## src/rtl/data_fifo_pkg.sv

```systemverilog
// Shared defaults for the flit FIFO: word width and address width.
package data_fifo_pkg;

    localparam int unsigned FIFO_DATA_WIDTH = 59;
    localparam int unsigned FIFO_ADDR_WIDTH = 4;

    // Number of entries addressed by an address of the given width.
    function automatic int unsigned fifo_depth(input int unsigned addr_width);
        return 32'(1) << addr_width;
    endfunction

endpackage

```

## src/rtl/fifo_ram.sv

```systemverilog
// Simple dual-port RAM with a registered, read-first read port and no reset.
// Also used standalone as a config lookup RAM, so it carries no FIFO knowledge.
module fifo_ram #(
    parameter int unsigned DATA_WIDTH = 59,
    parameter int unsigned ADDR_WIDTH = 4
) (
    input  logic                  clk,
    input  logic                  wr_en,
    input  logic                  rd_en,
    input  logic [DATA_WIDTH-1:0] wr_data,
    input  logic [ADDR_WIDTH-1:0] wr_addr,
    input  logic [ADDR_WIDTH-1:0] rd_addr,
    output logic [DATA_WIDTH-1:0] rd_data
);

    localparam int unsigned DEPTH = 1 << ADDR_WIDTH;

    logic [DATA_WIDTH-1:0] mem [DEPTH];

    // Nonblocking write and read in one block: a same-address read sees the old word.
    always_ff @(posedge clk) begin
        if (wr_en) begin
            mem[wr_addr] <= wr_data;
        end
        if (rd_en) begin
            rd_data <= mem[rd_addr];
        end
    end

endmodule

```

## src/rtl/data_fifo.sv

```systemverilog
// Single-clock flit FIFO: pointer/count control around fifo_ram, dout held
// from the RAM read register until the next accepted pop.
module data_fifo
    import data_fifo_pkg::*;
#(
    parameter int unsigned DATA_WIDTH = FIFO_DATA_WIDTH,
    parameter int unsigned ADDR_WIDTH = FIFO_ADDR_WIDTH
) (
    input  logic                  clk,
    input  logic                  rst_n,
    input  logic                  wr_en,
    input  logic                  rd_en,
    input  logic [DATA_WIDTH-1:0] din,
    output logic [DATA_WIDTH-1:0] dout,
    output logic                  almost_full,
    output logic                  empty
);

    localparam int unsigned DEPTH = fifo_depth(ADDR_WIDTH);
    localparam int unsigned CW    = ADDR_WIDTH + 1;

    localparam logic [CW-1:0] COUNT_FULL = CW'(DEPTH);
    localparam logic [CW-1:0] COUNT_AF   = CW'(DEPTH - 1);

    logic [ADDR_WIDTH-1:0] wr_ptr;
    logic [ADDR_WIDTH-1:0] rd_ptr;
    logic [CW-1:0]         count;
    logic                  wr_acc;
    logic                  rd_acc;

    // Full drops writes, empty ignores reads; this also resolves simultaneous push/pop.
    always_comb begin
        wr_acc = wr_en & (count != COUNT_FULL);
        rd_acc = rd_en & (count != CW'(0));
    end

    always_ff @(posedge clk or negedge rst_n) begin
        if (!rst_n) begin
            wr_ptr <= '0;
            rd_ptr <= '0;
            count  <= '0;
        end else begin
            if (wr_acc) begin
                wr_ptr <= wr_ptr + ADDR_WIDTH'(1);
            end
            if (rd_acc) begin
                rd_ptr <= rd_ptr + ADDR_WIDTH'(1);
            end
            case ({wr_acc, rd_acc})
                2'b10:   count <= count + CW'(1);
                2'b01:   count <= count - CW'(1);
                default: count <= count;
            endcase
        end
    end

    // Flags follow count directly so reset clears them without a clock.
    always_comb begin
        empty       = (count == CW'(0));
        almost_full = (count >= COUNT_AF);
    end

    fifo_ram #(
        .DATA_WIDTH (DATA_WIDTH),
        .ADDR_WIDTH (ADDR_WIDTH)
    ) u_ram (
        .clk     (clk),
        .wr_en   (wr_acc),
        .rd_en   (rd_acc),
        .wr_data (din),
        .wr_addr (wr_ptr),
        .rd_addr (rd_ptr),
        .rd_data (dout)
    );

endmodule

```

## config.mk

```make
export PLATFORM = sky130hd
export DESIGN_NAME = data_fifo
export DESIGN_NICKNAME = d
export VERILOG_FILES = /design/src/rtl/data_fifo_pkg.sv /design/src/rtl/fifo_ram.sv /design/src/rtl/data_fifo.sv
export SDC_FILE = /design/constraint.sdc
export NUM_CORES = 1
export LEC_CHECK = 0
export ABC_AREA = 1
export CAP_MARGIN = 25
export CELL_PAD_IN_SITES_DETAIL_PLACEMENT = 1
export CELL_PAD_IN_SITES_GLOBAL_PLACEMENT = 1
export CORE_ASPECT_RATIO = 0.75
export CORE_MARGIN = 3
export CORE_UTILIZATION = 44
export CTS_CLUSTER_DIAMETER = 40
export DETAILED_ROUTE_END_ITERATION = 16
export GPL_TIMING_DRIVEN = 0
export PLACE_DENSITY_LB_ADDON = 0.1
export SLEW_MARGIN = 20
export SYNTH_ARGS = -nofsm -noshare
export SYNTH_HDL_FRONTEND = slang
export SYNTH_SLANG_ARGS = --single-unit
```

## constraint.sdc

```tcl
create_clock -name clk -period 4 [get_ports clk]
set_input_delay 0.8 -clock clk [delete_from_list [all_inputs] [get_ports clk]]
set_output_delay 0.8 -clock clk [all_outputs]
set_load 0.02 [all_outputs]
```

==> results by group <==
Job
  – Max cap viols: 0

Power
  – Leakage: 20.60 nW
  – Pwr Density: 776.2 nW/µm²
  – Maximum VDD drop: 518.1 µV

STA
  – Fmax: 325.3 MHz
  – Rel. slew slack: 42.73%
  – Final clock skew: 0.01871 ns
  – Worst Tran Pin Value: 0.8591 ns
  – Setup WS post-layout: 0.9260 ns
  – Final Setup Violations: 0
  – Hold Fails Final Rpt: 0
  – Setup tns final: 0 ns
  – Minimum clock period: 3.074 ns
  – Final Max Slew Viols: 0
  – RSZ-0062 raised after global routing: false
  – Final Cycle Share: 76.85%

Worst setup path
  – Buf+Inv Stages, Crit Path: 5
  – Cell family with most CP delay: buffers and inverters
  – Most used cell along the critical path: nand2_1
  – Critical Path Sink Type: register
  – Reg2Reg Depth: 16
  – CP cell instances: inv_1 > nand4_1 > nand2_1 > inv_4 > buf_16 > ha_1 > inv_1 > fa_1 > inv_1 > nand2_1 > nand2_1 > nand2_1 > nand2_1 > nand2_1 > nand2_1 > nand2_1
  – Critical-path top delay cell: inv_4
  – Critical Path Start Type: register
  – Crit path largest cell delay: 0.49 ns
  – Crit path max fanout: 33
  – CP required: 4.61 ns
  – Start of the worst register-to-register path: count[0]
  – R2R Path End: count[4]
  – Critical path class: register to register
  – Worst path arrival time: 3.69 ns
  – Reg2Reg Setup Slack: 0.93 ns

Placed design
  – Gpl congestion: 0.7681
  – Placed wire-length estimate: 82,450 µm
  – I/O Buffers: 123
  – Post-Place Setup Slack: 0.2446 ns
  – Placed cells: 5,260

Logic synthesis
  – Synth top cells by count: nand2_1 (1,517), edfxtp_1 (1,003), nor2_1 (375)
  – Mapped Area: 41,910 µm²
  – Synth Register Bits: 1,016
  – Main synth FF type: edfxtp_1
  – Syn_nets: 3,926
  – Number of synthesis warnings: 0
  – Post-Synthesis Cells: 3,853
  – Yosys top cell by area: edfxtp_1
  – Ys async rst share: 1.280%
  – Largest cells by area after synthesis: edfxtp_1 (72%), nand2_1 (14%), nand3_1 (4.3%)
  – Sequential share of the synthesized area: 72.64%
  – Yosys cell types: 20
  – Post-Syn Area per Cell: 10.88 µm²
  – Share of the synthesized area in the top cell type: 71.87%
  – Most common cell in the synthesized netlist: nand2_1
  – EDFF count, synth: 1,003

Route
  – WL/cell: 22.41 µm
  – Via/cell ratio: 5.159
  – Initial detailed-routing violation count: 2,582
  – Post-DRT Antenna Nets: 0
  – 1st-pass router iterations: 5
  – WL final: 123,600 µm
  – Post-route DRC: 0
  – Via Count: 28,460

Clocking
  – TritonCTS clock tree: done
  – CTS Hold Bufs: 0
  – Clk slew on worst S/H paths: 0.06 ns
  – H-tree depth: 4
  – CTS resizes: 0
  – Num CTS Buffers: 139
  – Root Buffer: clkbuf_16
  – Worst-Skew Late Latency: 0.73 ns
  – Max clock buf depth: 3
  – Postcts setup bufs: 0
  – Clock sink total: 1,016

Die
  – FP Rows: 97
  – Core footprint: 93,940 µm²
  – Io pins: 124
  – Die Ht: 273.3 µm
  – Die width: 362.4 µm
  – Initial Util: 44.61%
  – Die footprint: 99,030 µm²

Finish
  – Filler cell count: 9,811
  – Final nets: 4,237
  – Multi-input gate area: 9279 µm²
  – Post-Layout Cell Count: 5,517
  – Layout cells sized above 1: 10.50%
  – Sequential Area: 30,440 µm²
  – Synthesis-to-layout area growth: 21.07%

Global route
  – Number of global-route vias before repair: 29,400
  – Wire length of the first global-routing pass: 185,200 µm
  – Initial antenna violation count: 3
  – GRT overflow: 0
  – Largest net degree at the start of global routing: 34
  – Total track usage: 25.18%

Worst hold path
  – Worst Hold Class: primary input to async pin

Outcome
  – Run status: finished, final reports clean
sequential cells by signal, indices dropped and copies added, names as in the netlist:
signal,count
u_ram.rd_data,59
count,5
rd_ptr,4
wr_ptr,4
u_ram.mem,944
how the worst max path moves through the flow:
stage / from / end / slack [ns] / cells after the start
3_5_place_dp: rd_en / count[4] / 0.24 / 15
2_1_floorplan: wr_en / u_ram.mem[0][0] / -0.14 / 4
5_1_grt: count[0] / count[4] / 0.53 / 16
3_3_place_gp: wr_en / u_ram.mem[14][19] / -3.57 / 5
6_report: count[0] / count[4] / 0.93 / 16
4_1_cts: count[0] / count[4] / 0.80 / 16
placed cells by master, fill, tap and decap left out, drive strengths merged:
master,Yosys,routed
xnor2,3,3
ha,9,9
nand2,1517,1517
o21ai,5,5
fa,1,1
bufinv,0,22
clkdlybuf4s50,0,123
xor2,4,4
dfrtp,13,13
nor2,376,376
nand4,3,3
clkinv,0,43
edfxtp,1003,1003
clkbuf,26,184
diode,0,3
or2,1,1
clkinvlp,0,16
buf,156,203
inv,376,391
nand3,360,360
power by group:
group	internal, mW	switching [mW]
combinational	3.54	9.32
clock	8.17	4.81
sequential	13.2	0.315
total	24.9	14.4
layout make-up:
type,instances,area share [%]
buffer,182,1.768
inverter,376,2.786
antenna,3,0.01479
clock buffer,158,7.370
multi-input combinational,2279,18.29
timing repair buffer,170,4.488
tap,1237,3.050
clock inverter,96,2.239
sequential,1016,60.00
routing by layer:
| layer | part of all wire, % | track usage (%) |
|---|---|---|
| met1 | 47 | 36.86 |
| met5 | 0 | 0 |
| met3 | 6.1 | 3.856 |
| met4 | 1.9 | 6.709 |
| met2 | 45 | 39.45 |
cells by family after synthesis:
| group | share of synthesized area [%] |
|---|---|
| adder cells (fa/ha/maj) | 0.3165 |
| AO/OA/AOI/OAI | 0.05970 |
| buffers and inverters | 5.505 |
| flip-flops | 72.64 |
| XOR/XNOR | 0.1463 |
| AND/OR/NAND/NOR | 21.33 |
through the flow:
stage          hold slack [ns]  power, mW  util [%]  area [µm²]
5_1_grt                 0.5511      41.44     54.01       50730
3_5_place_dp            0.5356      26.54     48.82       45860
6_report                0.5184      39.39     54.02       50740
4_1_cts                 0.4912      39.71     54.01       50730
3_3_place_gp            0.5165      26.00     47.57       44690
2_1_floorplan           0.4863      20.87         -       41910
No activity file was read; power rests on OpenSTA's default activity.
